--- src/rtl/lcd_char_writer.sv ---
// HD44780-style 4-bit LCD character writer.
// Runs the power-on init sequence, then accepts one byte at a time through a
// valid/ready handshake and sends it as two nibbles with the required timing.
module lcd_char_writer #(
  parameter int         T_POWERUP    = 750000,
  parameter int         T_INIT1      = 205000,
  parameter int         T_INIT2      = 5000,
  parameter int         T_INIT3      = 2000,
  parameter int         T_SETUP      = 2,
  parameter int         T_ENABLE     = 12,
  parameter int         T_NIBBLE_GAP = 50,
  parameter int         T_BYTE_GAP   = 2000,
  parameter int         T_CLEAR      = 82000,
  parameter logic [7:0] INIT_ENTRY   = 8'h06,
  parameter logic [7:0] INIT_DISPLAY = 8'h0C,
  parameter int         CNT_W        = 20
) (
  input  logic       clk,
  input  logic       rst,
  input  logic [7:0] iData,
  input  logic       iRS,
  input  logic       iValid,
  output logic       oReady,
  output logic       oInitDone,
  output logic       oLCD_Enabled,
  output logic       oLCD_RegisterSelect,
  output logic       oLCD_ReadWrite,
  output logic       oLCD_StrataFlashControl,
  output logic [3:0] oLCD_Data
);

  // A wait of T cycles ends on the cycle the counter reaches T-1; 0 acts as 1.
  function automatic logic [CNT_W-1:0] lastCount(input int t);
    if (t <= 1) return '0;
    return CNT_W'(t - 1);
  endfunction

  localparam logic [CNT_W-1:0] LAST_POWERUP = lastCount(T_POWERUP);
  localparam logic [CNT_W-1:0] LAST_INIT1   = lastCount(T_INIT1);
  localparam logic [CNT_W-1:0] LAST_INIT2   = lastCount(T_INIT2);
  localparam logic [CNT_W-1:0] LAST_INIT3   = lastCount(T_INIT3);
  localparam logic [CNT_W-1:0] LAST_SETUP   = lastCount(T_SETUP);
  localparam logic [CNT_W-1:0] LAST_ENABLE  = lastCount(T_ENABLE);
  localparam logic [CNT_W-1:0] LAST_NIBGAP  = lastCount(T_NIBBLE_GAP);
  localparam logic [CNT_W-1:0] LAST_BYTEGAP = lastCount(T_BYTE_GAP);
  localparam logic [CNT_W-1:0] LAST_CLEAR   = lastCount(T_CLEAR);

  typedef enum logic [2:0] {
    PWR_WAIT, INIT_NIB, INIT_BYTE, IDLE, NIB_SETUP, NIB_EN, NIB_GAP, POST_WAIT
  } stateT;

  // Which kind of nibble the shared engine is currently sending.
  typedef enum logic [1:0] {NIB_SINGLE, NIB_HIGH, NIB_LOW} nibModeT;

  stateT            stateReg, stateNext;
  nibModeT          modeReg, modeNext;
  logic [CNT_W-1:0] cntReg;
  logic [7:0]       byteReg, byteNext;
  logic [2:0]       stepReg, stepNext;
  logic             rsReg, rsNext;
  logic [3:0]       dataReg, dataNext;
  logic             enReg, enNext;
  logic             readyReg, readyNext;
  logic             initDoneReg, initDoneNext;
  logic             rwReg, sfReg;
  logic             isClearCmd;
  logic [CNT_W-1:0] initGapLast;
  logic [7:0]       initByte;

  // Clear/home commands need the long post-byte wait.
  assign isClearCmd = !rsReg && (byteReg == 8'h01 || byteReg == 8'h02);

  // Wait after init nibble 1, 2, then 3 and 4.
  always_comb begin
    case (stepReg)
      3'd0:    initGapLast = LAST_INIT1;
      3'd1:    initGapLast = LAST_INIT2;
      default: initGapLast = LAST_INIT3;
    endcase
  end

  // Full init bytes, indexed by the low bits of the init step (steps 4..7).
  always_comb begin
    case (stepReg[1:0])
      2'd0:    initByte = 8'h28;
      2'd1:    initByte = INIT_ENTRY;
      2'd2:    initByte = INIT_DISPLAY;
      default: initByte = 8'h01;
    endcase
  end

  // Next-state and next-output logic; outputs are registered from these.
  always_comb begin
    stateNext    = stateReg;
    modeNext     = modeReg;
    byteNext     = byteReg;
    stepNext     = stepReg;
    rsNext       = rsReg;
    dataNext     = dataReg;
    initDoneNext = initDoneReg;
    case (stateReg)
      PWR_WAIT: begin
        if (cntReg >= LAST_POWERUP) stateNext = INIT_NIB;
      end
      INIT_NIB: begin
        rsNext    = 1'b0;
        modeNext  = NIB_SINGLE;
        dataNext  = (stepReg == 3'd3) ? 4'h2 : 4'h3;
        stateNext = NIB_SETUP;
      end
      INIT_BYTE: begin
        rsNext    = 1'b0;
        modeNext  = NIB_HIGH;
        byteNext  = initByte;
        dataNext  = initByte[7:4];
        stateNext = NIB_SETUP;
      end
      IDLE: begin
        if (iValid) begin
          rsNext    = iRS;
          modeNext  = NIB_HIGH;
          byteNext  = iData;
          dataNext  = iData[7:4];
          stateNext = NIB_SETUP;
        end
      end
      NIB_SETUP: begin
        if (cntReg >= LAST_SETUP) stateNext = NIB_EN;
      end
      NIB_EN: begin
        if (cntReg >= LAST_ENABLE) stateNext = (modeReg == NIB_LOW) ? POST_WAIT : NIB_GAP;
      end
      NIB_GAP: begin
        if (modeReg == NIB_HIGH) begin
          if (cntReg >= LAST_NIBGAP) begin
            modeNext  = NIB_LOW;
            dataNext  = byteReg[3:0];
            stateNext = NIB_SETUP;
          end
        end else if (cntReg >= initGapLast) begin
          stepNext  = stepReg + 3'd1;
          stateNext = (stepReg == 3'd3) ? INIT_BYTE : INIT_NIB;
        end
      end
      POST_WAIT: begin
        if (cntReg >= (isClearCmd ? LAST_CLEAR : LAST_BYTEGAP)) begin
          if (initDoneReg) begin
            stateNext = IDLE;
          end else if (stepReg == 3'd7) begin
            initDoneNext = 1'b1;
            stateNext    = IDLE;
          end else begin
            stepNext  = stepReg + 3'd1;
            stateNext = INIT_BYTE;
          end
        end
      end
      default: stateNext = PWR_WAIT;
    endcase
    enNext    = (stateNext == NIB_EN);
    readyNext = (stateNext == IDLE);
  end

  // State, control and output registers.
  always_ff @(posedge clk or posedge rst) begin
    if (rst) begin
      stateReg    <= PWR_WAIT;
      modeReg     <= NIB_SINGLE;
      byteReg     <= '0;
      stepReg     <= '0;
      rsReg       <= 1'b0;
      dataReg     <= '0;
      enReg       <= 1'b0;
      readyReg    <= 1'b0;
      initDoneReg <= 1'b0;
      rwReg       <= 1'b0;
      sfReg       <= 1'b1;
    end else begin
      stateReg    <= stateNext;
      modeReg     <= modeNext;
      byteReg     <= byteNext;
      stepReg     <= stepNext;
      rsReg       <= rsNext;
      dataReg     <= dataNext;
      enReg       <= enNext;
      readyReg    <= readyNext;
      initDoneReg <= initDoneNext;
      rwReg       <= 1'b0;
      sfReg       <= 1'b1;
    end
  end

  // Wait counter: restarts on every state change and saturates at all-ones.
  always_ff @(posedge clk or posedge rst) begin
    if (rst) begin
      cntReg <= '0;
    end else if (stateNext != stateReg) begin
      cntReg <= '0;
    end else if (cntReg != '1) begin
      cntReg <= cntReg + CNT_W'(1);
    end
  end

  assign oReady                  = readyReg;
  assign oInitDone               = initDoneReg;
  assign oLCD_Enabled            = enReg;
  assign oLCD_RegisterSelect     = rsReg;
  assign oLCD_ReadWrite          = rwReg;
  assign oLCD_StrataFlashControl = sfReg;
  assign oLCD_Data               = dataReg;

endmodule

--- config.mk ---
export PLATFORM = sky130hd
export DESIGN_NAME = lcd_char_writer
export DESIGN_NICKNAME = d
export VERILOG_FILES = /design/src/rtl/lcd_char_writer.sv
export SDC_FILE = /design/constraint.sdc
export NUM_CORES = 1
export LEC_CHECK = 0
export BUFFER_PORTS_ARGS = -buffer_cell sky130_fd_sc_hd__buf_4
export CAP_MARGIN = 30
export CORE_ASPECT_RATIO = 1.25
export CORE_MARGIN = 4
export CORE_UTILIZATION = 35
export CTS_CLUSTER_SIZE = 10
export DETAILED_ROUTE_END_ITERATION = 6
export GPL_ROUTABILITY_DRIVEN = 0
export PLACE_DENSITY_LB_ADDON = 0.3
export REMOVE_ABC_BUFFERS = 1
export SETUP_SLACK_MARGIN = 0.15
export SYNTH_ARGS = -nofsm -noshare
export SYNTH_HDL_FRONTEND = slang
export SYNTH_SLANG_ARGS = --single-unit
--- constraint.sdc ---
create_clock -name clk -period 8.25 [get_ports clk]
set_input_delay 0.825 -clock clk [delete_from_list [all_inputs] [get_ports clk]]
set_output_delay 0.825 -clock clk [all_outputs]
set_load 0.005 [all_outputs]
== After elaboration in Yosys (flattened, before gate mapping) ==
Index checks and enable logic that the tools add are counted.

* Register bits after elaboration: 44
* Bits of input ports: 12
* Output and inout port bits: 10
* Logic and storage cells: 102

* $add $sub $neg: 2
* Magnitude comparators: 6
* Equality and inequality tests: 28
* Multiplexer cells: 39
* Reductions and logical operators: 17

{| class="wikitable"
|+ Operator list
! kind !! count
|-
| $mux 20 || 2
|-
| $mux 3 || 13
|-
| $pmux 18 s2 || 1
|-
| $pmux 3 s7 || 1
|-
| $add 20x1->20 const B || 1
|-
| $ge 20x1->1 const B || 1
|-
| $ge 20x17->1 || 1
|-
| $ge 20x20->1 || 1
|-
| $ge 20x20->1 const B || 1
|-
| $ge 20x4->1 const B || 1
|-
| $ge 20x6->1 const B || 1
|-
| $ne 20x20->1 const B || 1
|-
| $eq 3x3->1 const B || 6
|-
| $pmux 6 s3 || 1
|-
| $mux 17 || 1
|-
| $ne 2x2->1 const B || 8
|-
| $pmux 4 s4 || 1
|-
| $pmux 8 s2 || 1
|-
| $eq 3x2->1 const B || 4
|-
| $mux 4 || 3
|-
| $eq 8x1->1 const B || 1
|-
| $eq 8x2->1 const B || 1
|-
| $mux 2 || 4
|-
| $mux 8 || 1
|-
| 20 further kinds || 35
|}

== Depth between registers and ports, before layout ==
* Word-level depth: 9
* Gate-level depth with buffers: 13

== Worst setup path before layout ==
Ideal clock, no wire load.

* Path type: register -> register
* From: register rsReg, in the netlist oLCD_RegisterSelect
* To: register cntReg[4]
* Library setup time: 87 ps
* Arrival time: 2,635 ps
* Path slack: 5,528 ps
* Stages on the path, launching flop included: 14
* Path buffers: 1
* Path through: dfrtp_1 nor4_1 nand3_1 or2_2 inv_1 ha_1 a211oi_1 nand2_1 a21oi_1 a21oi_1 nor4_2 o31ai_2 buf_6 a211oi_2

* Word-level cells in the longest chain between the ends: 8
* Elaborated cells between the ends (all ways): 9
* Those cells by class: 1 x order compare; 1 x eq/ne; 4 x mux; 3 x reduce/logical

{| class="wikitable"
|+ Ends and longest elaborated chain
! element !! RTL line !! source
|-
| start: declaration || 60 || <nowiki>logic rsReg, rsNext;</nowiki>
|-
| start signal: assignment || 183 || <nowiki>rsReg <= rsNext;</nowiki>
|-
| $logic_not 1->1 * || 71 || <nowiki>assign isClearCmd = !rsReg && (byteReg == 8'h01 || byteReg == 8'h02);</nowiki>
|-
| $logic_and 1x1->1 * || 71 ||
|-
| $mux 17 * || 146 || <nowiki>if (cntReg >= (isClearCmd ? LAST_CLEAR : LAST_BYTEGAP)) begin</nowiki>
|-
| $ge 20x17->1 * || 146 ||
|-
| $mux 3 * || 146 ||
|-
| $pmux 3 s7 * || 101 || <nowiki>case (stateReg)</nowiki>
|-
| $ne 3x3->1 * || 197 || <nowiki>end else if (stateNext != stateReg) begin</nowiki>
|-
| $mux 20 / $reduce_bool 2->1 (equally long branches) || - ||
|-
| end signal: assignment || 200 || <nowiki>cntReg <= cntReg + CNT_W'(1);</nowiki>
|-
| end: declaration || 57 || <nowiki>logic [CNT_W-1:0] cntReg;</nowiki>
|}

Every way passes the cells marked *; elsewhere a longest branch is shown, timed or not.
A chain may end at the register's enable or synchronous reset.

== Final worst setup path ==
* From: register stepReg[0]
* To: register cntReg[4]

* Word-level cells in the longest chain between the ends: 8
* Elaborated cells between the ends (all ways): 16
* Those cells by class: 1 x order compare; 4 x eq/ne; 9 x mux; 2 x reduce/logical

{| class="wikitable"
|+ Ends and longest elaborated chain
! element !! RTL line !! source
|-
| start: declaration || 59 || <nowiki>logic [2:0] stepReg, stepNext;</nowiki>
|-
| start signal: assignment || 182 || <nowiki>stepReg <= stepNext;</nowiki>
|-
| $eq 3x1->1 / $logic_not 3->1 (equally long branches) || 75 || <nowiki>case (stepReg)</nowiki>
|-
| $pmux 18 s2 || 75 ||
|-
| $ge 20x20->1 || 140 || <nowiki>end else if (cntReg >= initGapLast) begin</nowiki>
|-
| $mux 3 || 140 ||
|-
| $mux 3 || 134 || <nowiki>if (modeReg == NIB_HIGH) begin</nowiki>
|-
| $pmux 3 s7 * || 101 ||
|-
| $ne 3x3->1 * || 197 ||
|-
| $mux 20 / $reduce_bool 2->1 (equally long branches) || - ||
|}

Marks and branches as above.

==> impl_metrics.json <==
{
  "num-nets-final": 399,
  "ctsLongestPathBuffers": 2,
  "p_seq_share_pct": 54.9,
  "setup_violations": 0,
  "hold_path.startpoint": "byteReg[4]$_DFFE_PP0P_",
  "io_pins": 22,
  "synth_top_cell_by_area": "dfrtp_1",
  "start_kind": "flop",
  "dieHeight_um": 113,
  "h-tree-depth": 2,
  "fp.dieArea_um2": 10500,
  "dpl.cell_count": 473,
  "syn_inst": 350,
  "grt_pass1_wl_mm": 12.6,
  "drive_gt1_share_pct": 12.7,
  "setup.worst_path.start": "stepReg[0]$_DFFE_PP0P_",
  "peakVddDrop_mv": 0.0602,
  "die_x_um": 92.4,
  "diodes": 0,
  "slew_violations": 0,
  "period_share_pct": 39.8,
  "crit_slowest_cell": "o41ai_1",
  "drc": 0,
  "synth_edf_count": 0,
  "synth_top_area_share_pct": 35.4,
  "leakage_nw": 1.57,
  "dr.pass1.iters": 4,
  "overflow": 0,
  "start_util_pct": 35.8,
  "ys_async_sr_fraction_pct": 100,
  "hp-class": "flop to flop",
  "synth_top_flop_cell": "dfrtp_1",
  "clockPowerShare_pct": 42.6,
  "grt_setup_unrepaired": "false",
  "clkTransAtPathRegs_ns": 0.09,
  "num_rows": 38,
  "maxCapViolations": 0,
  "powerDensity_nw_per_um2": 115,
  "timing.fmax_mhz": 304,
  "period_needed_ns": 3.29,
  "via_count": 2601,
  "clkLatencyLatePin_ns": 0.30,
  "slowest_delay_ns": 0.52,
  "final_util_pct": 39.4,
  "fin_area_um2": 3420,
  "crit_fanout": 20,
  "wl_per_cell_um": 15.4,
  "synth.area.top_cells": "dfrtp_1 (35%), ha_1 (11%), nand2_1 (4.6%)",
  "avgSynthCellArea_um2": 8.89,
  "combinationalPowerShare_pct": 2.5,
  "power.internal_mw": 0.309,
  "p_total_mw": 0.393,
  "ys_types": 65,
  "stdcell_count": 481,
  "yosys-top-cells-count": "dfrtp_1 (44), nand2_1 (38), nor2_1 (38)",
  "clock_sinks": 44,
  "yosysSeqAreaShare_pct": 35.4,
  "routed_wl_mm": 7.41,
  "path_cells": "inv_1, ha_1, nand2_1, nor2_1, ha_1, a21oi_1, nor2b_1, o41ai_1, a21oi_1, nor4_2, o31ai_2, buf_4, a211oi_2",
  "relSlewSlack_pct": 48.0,
  "fin_skew_ns": 0.00620,
  "setup_tns_ns": 0,
  "postCtsSetupRepairBufs": 0,
  "timing.rr.start": "stepReg[0]$_DFFE_PP0P_",
  "dp_hpwl_mm": 5.48,
  "antenna_left": 0,
  "antenna_found_initial": 0,
  "tightest_slew_ns": 0.777,
  "grt_pass1_vias": 2592,
  "via_per_inst": 5.41,
  "grt_use_total_pct": 14.7,
  "drt_iter0_drc": 128,
  "cts_buffers": 5,
  "syn_to_final_growth_pct": 10.0,
  "status": "completed",
  "cp.arrival_ns": 3.51,
  "core_um2": 8700,
  "swShare_pct": 21.2,
  "place_area_um2": 3320,
  "grt_max_degree": 45,
  "endpoint_kind": "flop",
  "hold_violations": 0,
  "p_sw_mw": 0.0832,
  "yosysWarnings": 0,
  "criticalPathCategory": "flop to flop",
  "ys_ff_latch": 44,
  "yosysMostFrequentCell": "dfrtp_1",
  "cts_tree": "done",
  "portBuffers": 19,
  "synth_area_um2": 3110,
  "ctsResizeCount": 0,
  "cts_hold_repair.buffers": 0,
  "cts-root-buf": "clkbuf_8",
  "required_ns": 8.47
}
## sequential cells by signal, indices dropped and copies added (netlist names)
| signal | flops |
|---|---|
| oLCD_Data | 4 |
| byteReg | 8 |
| stateReg | 3 |
| modeReg | 2 |
| oReady | 1 |
| oLCD_Enabled | 1 |
| cntReg | 20 |
| oInitDone | 1 |
| stepReg | 3 |
| oLCD_RegisterSelect | 1 |
## final timing paths
path	end	slack (ns)	cells past startpoint
setup / recovery	cntReg[4]$_DFFE_PP0P_	4.96	13
hold / removal	byteReg[4]$_DFFE_PP0P_	0.49	2
setup reg to reg	cntReg[4]$_DFFE_PP0P_	4.96	13
hold reg to reg	byteReg[4]$_DFFE_PP0P_	0.49	2
max in group asynchronous	stepReg[0]$_DFFE_PP0P_	7.20	3
min in group asynchronous	cntReg[18]$_DFFE_PP0P_	0.67	3
## placed cells by master, fill, tap and decap left out, types with 3 or more instances in the layout
| cell | count |
|---|---|
| ha_1 | 27 |
| mux2i_1 | 6 |
| clkbuf_8 | 5 |
| nor4_1 | 6 |
| nand2b_1 | 4 |
| a21oi_1 | 17 |
| nand2_1 | 38 |
| and4b_1 | 3 |
| xor2_1 | 9 |
| nor3_1 | 6 |
| a21o_1 | 3 |
| buf_4 | 21 |
| inv_1 | 16 |
| o21ai_0 | 19 |
| a31oi_1 | 8 |
| dfrtp_1 | 44 |
| xnor2_1 | 7 |
| nand4_1 | 6 |
| nor2_1 | 38 |
| nand3_1 | 16 |
| nor4_2 | 3 |
## per-layer routing
layer	share of wire, %	track usage (%)	vias to the layer above	wire, um
li1	-	-	1274	-
met1	43	18.0	1252	3210
met2	50	26.0	58	3710
met3	4.0	2.31	17	294
met4	2.7	4.96	0	197
met5	0	0	-	0
## kinds of logic (layout without fill, tap and decap cells)
kind of cell,after synthesis,in the layout,share of synthesized area (%)
simple gates,142,142,24.5
compound gates,77,77,16.9
flops,44,44,35.4
buf+inv,35,46,5.39
fa+ha+maj,27,27,10.9
xor+xnor,16,16,4.50
mux,7,7,2.29
other cells,2,2,0.241
## cell type report
type                       instances  area (um2)
inverter                          17        63.8
clock buffer                       6        72.6
clock inverter                     2        35.0
fill                             861        5280
sequential                        44        1100
multi-input combinational        271        1840
timing repair buffer              21         158
tap                              120         150
## per-stage QoR
stage / hold slack, ns / worst slack, ns
after CTS: 0.501 / 4.95
final: 0.495 / 4.96
after global routing: 0.522 / 4.67
after global placement: 0.478 / 5.13
after floorplan: 0.442 / 5.08
after detailed placement: 0.480 / 5.00
## worst max-delay path, delay by kind of cell (launching register included)
family,cells,cell delay [ns]
AOI/OAI and AO/OA,5,1.17
DFF,1,0.46
adders and majority gates,2,0.48
buffers and inverters,2,0.38
and+or+nand+nor,4,0.73
## power by group through the flow
stage / combinational (mW) / clock, mW / sequential, mW
CTS: 0.0103 / 0.171 / 0.215
finish: 0.00994 / 0.167 / 0.215
floorplan: 0.00388 / 0 / 0.220
global route: 0.0114 / 0.179 / 0.215
detailed placement: 0.0103 / 0 / 0.220
global placement: 0.0101 / 0 / 0.220
No activity file was read; power rests on OpenSTA's default activity.
